==> src/rtl/keypad_scanner.sv <==
// keypad_scanner
//   Scans a 4x3 telephone-style key matrix, debounces whole-matrix frames and
//   presents the accepted key as one-hot digit levels plus separate * / #
//   levels, with a single-cycle strobe for each newly accepted press.
//
// Ports
//   clock      : system clock, all state on the rising edge
//   reset      : asynchronous, active-high reset
//   col_n[2:0] : matrix columns, active-low, asynchronous to clock
//   row_n[3:0] : matrix rows, active-low, exactly one low at any time
//   keypad[9:0]: debounced one-hot digit keys, bit n = digit n held
//   key_star   : debounced * held
//   key_hash   : debounced # held
//   key_strobe : one-cycle pulse when a press is accepted
//
// Parameters
//   SCAN_DIV   : clock cycles each row is held active (>= 4)
//   DEBOUNCE   : consecutive identical frames to accept a press/release (>= 1)

module keypad_scanner #(
    parameter int SCAN_DIV = 1000,
    parameter int DEBOUNCE = 4
) (
    input  logic       clock,
    input  logic       reset,
    input  logic [2:0] col_n,
    output logic [3:0] row_n,
    output logic [9:0] keypad,
    output logic       key_star,
    output logic       key_hash,
    output logic       key_strobe
);

    localparam int DIV_W = (SCAN_DIV > 2) ? $clog2(SCAN_DIV) : 1;
    localparam int CNT_W = $clog2(DEBOUNCE + 1);
    localparam logic [DIV_W-1:0] DIV_LAST = DIV_W'(SCAN_DIV - 1);
    localparam logic [CNT_W-1:0] DEB_LAST = CNT_W'(DEBOUNCE);
    localparam logic [CNT_W-1:0] CNT_ONE  = CNT_W'(1);

    typedef enum logic [1:0] {
        ST_IDLE,
        ST_CONFIRM,
        ST_PRESSED,
        ST_RELEASE
    } state_t;

    // ------------------------------------------------------------------
    // Column synchronizer
    // ------------------------------------------------------------------
    logic [2:0] col_meta;
    logic [2:0] col_sync;

    // Cleared to the idle (pulled-up) level so reset never looks like keys.
    always_ff @(posedge clock or posedge reset) begin
        if (reset) begin
            col_meta <= '1;
            col_sync <= '1;
        end else begin
            col_meta <= col_n;
            col_sync <= col_meta;
        end
    end

    // ------------------------------------------------------------------
    // Row scan and per-row sampling
    // ------------------------------------------------------------------
    logic [DIV_W-1:0] div_cnt;
    logic [1:0]       row_idx;
    logic [11:0]      frame;        // bit row*3+col set = key down
    logic             frame_valid;  // high on the frame-result cycle
    logic             row_end;

    assign row_end = (div_cnt == DIV_LAST);

    always_ff @(posedge clock or posedge reset) begin
        if (reset) begin
            div_cnt     <= '0;
            row_idx     <= '0;
            frame       <= '0;
            frame_valid <= 1'b0;
        end else begin
            frame_valid <= row_end && (row_idx == 2'd3);
            if (row_end) begin
                div_cnt <= '0;
                row_idx <= row_idx + 2'd1;
                case (row_idx)
                    2'd0:    frame[2:0]   <= ~col_sync;
                    2'd1:    frame[5:3]   <= ~col_sync;
                    2'd2:    frame[8:6]   <= ~col_sync;
                    default: frame[11:9]  <= ~col_sync;
                endcase
            end else begin
                div_cnt <= div_cnt + DIV_W'(1);
            end
        end
    end

    always_comb begin
        row_n          = '1;
        row_n[row_idx] = 1'b0;
    end

    // ------------------------------------------------------------------
    // Frame classification: NONE / SINGLE(hit_code) / MULTI
    // ------------------------------------------------------------------
    logic [3:0] hits;
    logic [3:0] hit_code;
    logic       single;

    always_comb begin
        hits     = '0;
        hit_code = '0;
        for (int unsigned i = 0; i < 12; i++) begin
            if (frame[i]) begin
                hits     = hits + 4'd1;
                hit_code = 4'(i);
            end
        end
        single = (hits == 4'd1);
    end

    // ------------------------------------------------------------------
    // Debounce FSM
    // ------------------------------------------------------------------
    state_t           state, state_n;
    logic [3:0]       cand, cand_n;
    logic [CNT_W-1:0] cnt, cnt_n;
    logic [CNT_W-1:0] cnt_inc;
    logic             match;
    logic [9:0]       keypad_n;
    logic             star_n;
    logic             hash_n;
    logic             strobe_n;

    assign cnt_inc = cnt + CNT_ONE;
    assign match   = single && (hit_code == cand);

    always_comb begin
        state_n = state;
        cand_n  = cand;
        cnt_n   = cnt;
        if (frame_valid) begin
            case (state)
                ST_IDLE: begin
                    if (single) begin
                        cand_n  = hit_code;
                        cnt_n   = CNT_ONE;
                        state_n = (DEBOUNCE == 1) ? ST_PRESSED : ST_CONFIRM;
                    end
                end
                ST_CONFIRM: begin
                    if (match) begin
                        cnt_n = cnt_inc;
                        if (cnt_inc == DEB_LAST) begin
                            state_n = ST_PRESSED;
                        end
                    end else if (single) begin
                        cand_n = hit_code;
                        cnt_n  = CNT_ONE;
                    end else begin
                        state_n = ST_IDLE;
                    end
                end
                ST_PRESSED: begin
                    // A different key counts as a release frame (no rollover).
                    if (!match) begin
                        cnt_n   = CNT_ONE;
                        state_n = (DEBOUNCE == 1) ? ST_IDLE : ST_RELEASE;
                    end
                end
                default: begin // ST_RELEASE
                    if (match) begin
                        state_n = ST_PRESSED;
                    end else begin
                        cnt_n = cnt_inc;
                        if (cnt_inc == DEB_LAST) begin
                            state_n = ST_IDLE;
                        end
                    end
                end
            endcase
        end

        // Outputs are derived from the next state so they change on the
        // same edge the FSM enters or leaves the held states.
        keypad_n = '0;
        star_n   = 1'b0;
        hash_n   = 1'b0;
        if (state_n == ST_PRESSED || state_n == ST_RELEASE) begin
            case (cand_n)
                4'd0:    keypad_n[1] = 1'b1;
                4'd1:    keypad_n[2] = 1'b1;
                4'd2:    keypad_n[3] = 1'b1;
                4'd3:    keypad_n[4] = 1'b1;
                4'd4:    keypad_n[5] = 1'b1;
                4'd5:    keypad_n[6] = 1'b1;
                4'd6:    keypad_n[7] = 1'b1;
                4'd7:    keypad_n[8] = 1'b1;
                4'd8:    keypad_n[9] = 1'b1;
                4'd9:    star_n      = 1'b1;
                4'd10:   keypad_n[0] = 1'b1;
                default: hash_n      = 1'b1;
            endcase
        end
        strobe_n = (state_n == ST_PRESSED) &&
                   (state == ST_IDLE || state == ST_CONFIRM);
    end

    always_ff @(posedge clock or posedge reset) begin
        if (reset) begin
            state      <= ST_IDLE;
            cand       <= '0;
            cnt        <= '0;
            keypad     <= '0;
            key_star   <= 1'b0;
            key_hash   <= 1'b0;
            key_strobe <= 1'b0;
        end else begin
            state      <= state_n;
            cand       <= cand_n;
            cnt        <= cnt_n;
            keypad     <= keypad_n;
            key_star   <= star_n;
            key_hash   <= hash_n;
            key_strobe <= strobe_n;
        end
    end

endmodule

==> config.mk <==
export PLATFORM = sky130hd
export DESIGN_NAME = keypad_scanner
export DESIGN_NICKNAME = d
export VERILOG_FILES = /design/src/rtl/keypad_scanner.sv
export SDC_FILE = /design/constraint.sdc
export NUM_CORES = 1
export LEC_CHECK = 0
export ABC_AREA = 0
export CORE_MARGIN = 8
export CORE_UTILIZATION = 30
export CTS_BUF_LIST = sky130_fd_sc_hd__clkbuf_8
export DETAILED_ROUTE_END_ITERATION = 8
export HOLD_SLACK_MARGIN = 0.1
export PLACE_DENSITY = 0.47
export SLEW_MARGIN = 20
export SYNTH_ARGS = -nofsm -noshare
export SYNTH_HDL_FRONTEND = slang
export SYNTH_SLANG_ARGS = --single-unit
==> constraint.sdc <==
create_clock -name clock -period 9.9 [get_ports clock]
set_clock_uncertainty 0.05 [all_clocks]
set_input_delay 2.97 -clock clock [delete_from_list [all_inputs] [get_ports clock]]
set_output_delay 2.97 -clock clock [all_outputs]
set_load 0.01 [all_outputs]
==> results of run 1 <==
==> cells by family (layout without fill, tap and decap cells) <==
kind of cell	after synthesis	after routing	share of synthesized area [%]
multiplexers	6	6	2.141
flip-flops	53	53	40.76
XOR/XNOR	37	37	12.70
buffers and inverters	38	54	4.933
AND/OR/NAND/NOR	121	121	19.50
adder cells (fa/ha/maj)	18	18	6.883
AO/OA/AOI/OAI	62	62	13.08
==> how the worst min path moves through the flow <==
stage	start	end	slack, ns	cells past startpoint
2_1_floorplan	col_meta[0]	col_sync[0]	0.30	0
3_3_place_gp	col_meta[0]	col_sync[0]	0.30	0
3_5_place_dp	col_meta[2]	col_sync[2]	0.30	0
4_1_cts	col_meta[2]	col_sync[2]	0.31	0
5_1_grt	col_meta[2]	col_sync[2]	0.32	0
6_report	col_meta[2]	col_sync[2]	0.31	0
==> critical path, delay by kind of cell, from the launching register on <==
kind	cells	cell delay [ns]
AO/OA/AOI/OAI	8	1.76
XOR/XNOR	2	0.56
adder cells (fa/ha/maj)	10	2.85
buffers and inverters	2	0.09
flip-flops	1	0.38
multiplexers	2	0.55
AND/OR/NAND/NOR	12	1.44
==> layout make-up <==
type                            count  area share, %
Multi-Input combinational cell    244          47.80
Sequential cell                    53          35.88
Timing Repair Buffer               23          6.059
Tap cell                          140          4.712
Clock inverter                      2          1.010
Inverter                           23          2.322
Clock buffer                        6          2.221
==> metrics by stage <==
step | utilization, % | worst slack [ns] | total power [mW] | std cells
final | 34.59 | 2.060 | 0.3793 | 491
after global routing | 34.59 | 1.429 | 0.3945 | 491
after CTS | 34.59 | 2.097 | 0.3878 | 491
after detailed placement | 33.48 | 2.140 | 0.2302 | 483
after global placement | 33.48 | 2.239 | 0.2302 | 483
after floorplan | - | 2.617 | 0.2264 | 335
==> power by group <==
part / internal [mW] / switching (mW)
Clock: 0.0823 / 0.0717
Combinational: 0.00166 / 0.00423
Sequential: 0.219 / 0.000876
Total: 0.302 / 0.0768
==> Yosys cell counts, types with 3 or more instances <==
library cell | count | area (um^2)
a21oi_1 | 11 | 55.05
nor3_1 | 4 | 20.02
dfrtp_1 | 47 | 1176
nand2b_1 | 3 | 18.77
and2_1 | 3 | 18.77
ha_1 | 18 | 225.2
nor4b_1 | 6 | 52.55
dfstp_2 | 6 | 157.7
o21ai_0 | 20 | 100.1
clkbuf_1 | 13 | 48.80
o31ai_1 | 3 | 22.52
inv_1 | 22 | 82.58
nor2_1 | 23 | 86.33
xnor3_2 | 3 | 71.32
nor4_1 | 7 | 43.79
or3_1 | 3 | 18.77
and3_1 | 4 | 25.02
xnor2_1 | 17 | 148.9
mux2_2 | 4 | 45.04
nor2b_1 | 6 | 37.54
nand3_1 | 15 | 75.07
xor2_1 | 13 | 113.9
nand2_1 | 35 | 131.4
==> metal layers <==
layer | wire length, um | vias to the layer above | GRT usage, %
li1 | - | 1201 | -
met1 | 3098 | 1063 | 11.90
met2 | 2891 | 16 | 15.25
met3 | 141 | 6 | 1.958
met4 | 107 | 0 | 3.513
met5 | 0 | - | 0
==> sequential cells by signal, indices dropped and copies added, names as in the netlist, 3 cells and up <==
signal,count
keypad,10
cnt,3
div_cnt,10
cand,4
frame,12
col_sync,3
col_meta,3
==> impl_metrics.yaml, run 1 <==
routing:
  drt-vias-per-instance: 4.656
  drc_errors: 0
  wl_per_cell_um: 12.70
  dr_total_vias: 2286
  firstDrtPassIters: 4
  wl_um: 6237
  ant_nets: 0
  drtIter0Drc: 58
sta:
  max_freq_mhz: 127.6
  worst_pin_slew_ns: 0.9423
  layout_min_cycle_time_ns: 7.840
  slew_headroom_pct: 37.18
  finalHoldViolations: 0
  rsz0062_at_grt: "no"
  min_period_over_period_pct: 79.19
  drv_slew: 0
  tns_ns: 0
  whs_ns: 0.3124
  setup_viol: 0
floorplan:
  io_pins: 22
  die_x_um: 120.4
  start_util_pct: 30.45
  fp.dieArea_um2: 14500
  die_h_um: 120.4
  core_um2: 10750
  num_rows: 38
logic_synthesis:
  ys_warn_count: 0
  ys.flop_type: "dfrtp_1"
  async_reset_ff_share_pct: 100.0
  ys_seq_elements: 53
  ys_types: 65
  synth_nets: 358
  netlist_area_um2: 3272
  synth_cells: 335
  synth_edf_count: 0
  avgSynthCellArea_um2: 9.767
  yosysSeqAreaShare_pct: 40.76
critical_path:
  reg2reg_depth: 36
  startpoint: "frame[0]"
  max_stage_delay_ns: 0.72
  crit_fanout: 13
  path_common_cell: "ha_1"
  worstPathRequired_ns: 10.00
  r2r_start: "frame[0]"
  crit_path_end_kind: "register"
  start_kind: "register"
  regToRegSetupSlack_ns: 2.06
  crit_type: "register to register"
  r2r-end: "keypad[3]"
  endpoint: "keypad[3]"
  critPathSlowestCell: "a21oi_1"
  crit_arrival_ns: 7.94
run_status:
  status: "completed"
global_route:
  grt_pass1_wl_um: 11210
  track_usage_pct: 9.341
  overflow: 0
  grt_max_degree: 54
  grt_pass1_vias: 2366
  antenna_found_initial: 0
power_and_ir_drop:
  powerDensity_nw_per_um2: 102.0
  peakVddDrop_mv: 0.09569
  power.leakage_nw: 1.633
clocking:
  cts_made_buffers: 5
  clockRootBuffer: "clkbuf_8"
  postCtsHoldBufs: 0
  cts_tree: "done"
  clock_latency_ns: 0.31
  htree_levels: 2
  cts.clk_slew.worst_paths_ns: 0.10
  clk_path_buf_depth: 2
  ctsResizeCount: 0
  cts_setup_buffers: 0
  cts_sinks: 53
placement:
  place.gp.congestion: 0.8004
  io_buffer_count: 21
  hpwl_um: 4660
  postPlaceCellArea_um2: 3597
final_layout:
  design_area_um2: 3717
  nets: 373
  multi_input_area_um2: 1777
  final_common_cell: "dfrtp_1"
  final_layout_size_suffix_gt1_share_pct: 10.83
  area_delta_synth_final_pct: 13.61
  seqCellArea_um2: 1334
  fill_cells: 1127
  most-common-layout-cells: "dfrtp_1 (47), nand2_1 (35), nor2_1 (23)"
  antenna_cells: 0
run:
  cap_violations: 0
worst_hold_path:
  hold_class: "register to register"
(Power assumes the default switching activity.)
==> run 2, diff against run 1 <==
==> constraint.sdc (replaced) <==
create_clock -name clock -period 7.6 [get_ports clock]
set_clock_uncertainty 0.05 [all_clocks]
set_input_delay 2.28 -clock clock [delete_from_list [all_inputs] [get_ports clock]]
set_output_delay 2.28 -clock clock [all_outputs]
set_load 0.01 [all_outputs]
==> run 2 against run 1 <==
Utilization is 3.2 points higher; first-iteration DRC count increased by 24%; total power increased by 28%; worst setup slack lost 1.7 ns; via count increased by 5.1%; combinational power is 31% higher; wire length increased by 6.9%; highest routed layer unchanged; critical path type unchanged; sequential power is 31% higher.
==> impl_metrics.yaml, run 2 (synthesis results as in run 1) <==
sta:
  drv_slew: 0
  whs_ns: 0.3098
  slew_headroom_pct: 56.04
  layout_min_cycle_time_ns: 7.242
  max_freq_mhz: 138.1
  fin_ws_ns: 0.3580
  tns_ns: 0
  worst_pin_slew_ns: 0.6594
  setup_viol: 0
  finalHoldViolations: 0
  min_period_over_period_pct: 95.29
floorplan:
  fp.dieArea_um2: 14500
  die_x_um: 120.4
  core_um2: 10750
  start_util_pct: 30.45
  io_pins: 22
  die_h_um: 120.4
  num_rows: 38
placement:
  dp_slack_ns: 0.07325
  place.gp.congestion: 0.7460
  place_inst: 497
  hpwl_um: 4757
  io_buffer_count: 21
clocking:
  clock_latency_ns: 0.30
  postCtsHoldBufs: 0
  cts_tree: "done"
  htree_levels: 2
  cts.clk_slew.worst_paths_ns: 0.10
  clockRootBuffer: "clkbuf_8"
  cts_sinks: 53
  cts_made_buffers: 5
  clk_path_buf_depth: 2
final_layout:
  final_layout_size_suffix_gt1_share_pct: 23.98
  largest_reg_flops: 12
  antenna_cells: 0
  fill_cells: 1096
  top_regs: "frame: 12 flops, div_cnt: 10 flops, keypad: 10 flops"
  most-common-layout-cells: "dfrtp_1 (47), nand2_1 (32), nor2_1 (21), clkdlybuf4s50_1 (21), inv_1 (20)"
  postLayoutCoreUtil_pct: 37.76
  max_flop_register: "frame"
  final_common_cell: "dfrtp_1"
  area_delta_synth_final_pct: 24.02
  stdcell_count: 507
  nets: 389
critical_path:
  critPathSlowestCell: "dfrtp_1"
  r2r_start: "frame[0]"
  critical_path_buf_inv_count: 1
  crit_type: "register to register"
  path_delay_family: "adder cells"
  worstPathRequired_ns: 7.76
  crit_arrival_ns: 7.40
  max_stage_delay_ns: 0.42
  crit_path_end_kind: "register"
  path_common_cell: "ha_1"
  start_kind: "register"
  r2r-end: "keypad[9]"
  regToRegSetupSlack_ns: 0.36
  reg2reg_depth: 36
  crit_fanout: 12
worst_hold_path:
  hold_class: "register to register"
  hold_start: "col_meta[0]"
  hold_depth: 0
  min_to: "col_sync[0]"
routing:
  wl_per_cell_um: 13.15
  drt-vias-per-instance: 4.740
  dr_total_vias: 2403
  drc_errors: 0
  ant_nets: 0
  wl_um: 6668
  drtIter0Drc: 72
  firstDrtPassIters: 4
global_route:
  grt_max_degree: 54
  grt_pass1_wl_um: 11220
  grt_pass1_vias: 2378
  track_usage_pct: 9.315
  antenna_found_initial: 0
  overflow: 0
power_and_ir_drop:
  powerDensity_nw_per_um2: 119.9
  power.leakage_nw: 1.753
  peakVddDrop_mv: 0.07684
run:
  cap_violations: 0
run_status:
  status: "completed"
run 2: changes by cell type in the layout (fill, tap and decap cells not counted), moves of 3 or more:
cell     before  now
nand2_1      35   32
nand2_2       0    3
nor4_2        0    3
nor4b_1       6    1
nor4b_2       0    5
buf_4         2   17
nor4_1        7    2
run 2: area by class of cell:
type	count	area, um^2	share of cell area, %
multi-input combinational	244	1999	49.28
clock inverter	3	42.54	1.048
tap	140	175.2	4.317
timing repair buffer	39	349.1	8.603
clock buffer	5	68.82	1.696
sequential	53	1334	32.87
inverter	23	88.84	2.189
run 2: stage by stage:
stage | total power [mW] | instance area (um^2)
3_3_place_gp | 0.2998 | 3702
4_1_cts | 0.4965 | 3814
6_report | 0.4865 | 4058
2_1_floorplan | 0.2949 | 3272
3_5_place_dp | 0.2999 | 3702
5_1_grt | 0.5088 | 4058
run 2: timing repair:
item                                    in CTS  in global routing
gates resized for setup                      0                 43
buffers inserted                             0                  2
endpoints found under the setup margin       0                 21
run 2: worst max path at each step:
| stage | endpoint | depth (start not counted) | from |
|---|---|---|---|
| after floorplan | key_star | 38 | frame[1] |
| after global placement | keypad[5] | 36 | frame[0] |
| after detailed placement | keypad[3] | 38 | frame[0] |
| after CTS | keypad[3] | 38 | frame[0] |
| after global routing | keypad[9] | 36 | frame[1] |
| final | keypad[9] | 36 | frame[0] |
run 2: where the power goes:
part / leakage (nW) / total [mW] / switching (mW) / internal [mW]
Clock: 0.0599 / 0.193 / 0.0944 / 0.0984
Sequential: 0.706 / 0.286 / 0.00121 / 0.285
Combinational: 0.987 / 0.00770 / 0.00554 / 0.00216
Total: 1.75 / 0.486 / 0.101 / 0.385
run 2: routing by layer:
metal	vias to the layer above	share of wire, %	wire length [um]	track usage (%)
li1	1232	-	-	-
met3	5	1.6	110	1.492
met4	0	1.3	89	3.591
met2	19	49	3245	15.32
met1	1147	48	3222	12.02
met5	-	0	0	0
==> run 3, diff against run 2 <==
--- a/config.mk
+++ b/config.mk
@@ -11,6 +11,7 @@
 export CTS_BUF_LIST = sky130_fd_sc_hd__clkbuf_8
 export DETAILED_ROUTE_END_ITERATION = 8
 export HOLD_SLACK_MARGIN = 0.1
+export MAX_ROUTING_LAYER = met4
 export PLACE_DENSITY = 0.47
 export SLEW_MARGIN = 20
 export SYNTH_ARGS = -nofsm -noshare
==> run 3 against run 2 <==
Register-to-register slack barely moved; total power up 0.30%; count of clock-buffer cells in the layout did not move; combinational power about the same; sequential power about the same; final area is 0.19% lower; highest routed layer unchanged.
==> impl_metrics.yaml, run 3 (synthesis results as in run 1) <==
final_layout:
  antenna_cells: 0
  postLayoutCoreUtil_pct: 37.69
  stdcell_count: 506
  final_common_cell: "dfrtp_1"
  final_layout_size_suffix_gt1_share_pct: 23.77
  nets: 388
  design_area_um2: 4050
  area_delta_synth_final_pct: 23.79
  largest_reg_flops: 12
  most-common-layout-cells: "dfrtp_1 (47), nand2_1 (32), nor2_1 (21), clkdlybuf4s50_1 (21), inv_1 (20)"
  max_flop_register: "frame"
  top_regs: "frame: 12 flops, div_cnt: 10 flops, keypad: 10 flops"
routing:
  wl_um: 6668
  drt-vias-per-instance: 4.763
  drtIter0Drc: 69
  dr_total_vias: 2410
  ant_nets: 0
  wl_per_cell_um: 13.18
  drc_errors: 0
  firstDrtPassIters: 4
sta:
  fin_ws_ns: 0.3598
  finalHoldViolations: 0
  whs_ns: 0.3098
  setup_viol: 0
  max_freq_mhz: 138.1
  tns_ns: 0
  min_period_over_period_pct: 95.27
  layout_min_cycle_time_ns: 7.240
  slew_headroom_pct: 56.11
  drv_slew: 0
  worst_pin_slew_ns: 0.6584
run_status:
  status: "completed"
global_route:
  grt_max_degree: 54
  met3_usage_pct: 1.399
  grt_pass1_wl_um: 11220
  overflow: 0
  gr-usage-met2_pct: 15.28
  antenna_found_initial: 0
  track_usage_pct: 9.588
  grtUsageMet1_pct: 12.10
  grt_pass1_vias: 2380
  top_usage_layer: "met2"
critical_path:
  crit_type: "register to register"
  start_kind: "register"
  crit_path_end_kind: "register"
  path_common_cell: "ha_1"
  crit_arrival_ns: 7.40
  max_stage_delay_ns: 0.42
  worstPathRequired_ns: 7.76
  critPathSlowestCell: "dfrtp_1"
  crit_fanout: 12
floorplan:
  fp.dieArea_um2: 14500
  die_x_um: 120.4
  die_h_um: 120.4
  start_util_pct: 30.45
  num_rows: 38
  core_um2: 10750
  io_pins: 22
clocking:
  cts.clk_slew.worst_paths_ns: 0.10
  clock_latency_ns: 0.31
  htree_levels: 2
  cts_tree: "done"
  postCtsHoldBufs: 0
  clockRootBuffer: "clkbuf_8"
  clk_path_buf_depth: 2
  cts_made_buffers: 5
  cts_sinks: 53
placement:
  postPlaceCellArea_um2: 3702
  io_buffer_count: 21
  place_inst: 497
  hpwl_um: 4757
  place.gp.congestion: 0.7554
  dp_slack_ns: 0.07325
power_and_ir_drop:
  seqPwrFrac_pct: 58.6
  p_sw_share_pct: 21.03
  pwr-share-comb_pct: 1.6
  finalPower_uw: 487.9
  clkPwrFrac_pct: 39.8
  intPower_uw: 385.3
  peakVddDrop_mv: 0.07683
  power.leakage_nw: 1.747
  p_sw_uw: 102.6
  powerDensity_nw_per_um2: 120.5
run:
  cap_violations: 0
worst_hold_path:
  hold_class: "register to register"
## run 3: cell count changes in the layout (fill, tap and decap cells not counted)
cell   change
buf_4      -1
## run 3: worst paths after layout
path                             start          end  slack (ns)  depth (start not counted)
hold / removal             col_meta[0]  col_sync[0]        0.31                          0
hold reg to reg            col_meta[0]  col_sync[0]        0.31                          0
min in group asynchronous        reset    keypad[7]        2.40                          3
setup reg to reg              frame[0]    keypad[9]        0.36                         36
setup / recovery              frame[0]    keypad[9]        0.36                         36
max in group asynchronous        reset     frame[2]        4.65                          3
## run 3: repair_timing
action / in CTS / in global routing
setup buffers: 0 / 1
resized for setup: 0 / 43
endpoints found under the setup margin: 0 / 21
## run 3: per-layer routing
| metal | up-vias | routed length [um] |
|---|---|---|
| li1 | 1228 | - |
| met1 | 1153 | 3214 |
| met2 | 24 | 3257 |
| met3 | 5 | 102 |
| met4 | 0 | 93 |
| met5 | - | 0 |
## run 3: area by class of cell
type | instances | area, um^2
multi-input combinational | 244 | 1999
sequential | 53 | 1334
inverter | 23 | 88.84
timing repair buffer | 38 | 341.6
clock inverter | 3 | 42.54
tap | 140 | 175.2
clock buffer | 5 | 68.82
fill | 1095 | 6695
## run 3: power groups by stage
stage	clock (mW)	sequential, mW	combinational [mW]
floorplan	0	0.291	0.00410
CTS	0.202	0.286	0.00847
finish	0.194	0.286	0.00770
global route	0.214	0.286	0.00947
detailed placement	0	0.291	0.00844
global placement	0	0.291	0.00839
## run 3: critical path, delay by kind of cell (launching register included)
kind            cells  cell delay, ns
compound gates      6            0.85
flops               1            0.42
xor+xnor            1            0.23
fa+ha+maj          10            2.73
mux                 3            0.85
simple gates       15            2.01
buf+inv             1            0.04
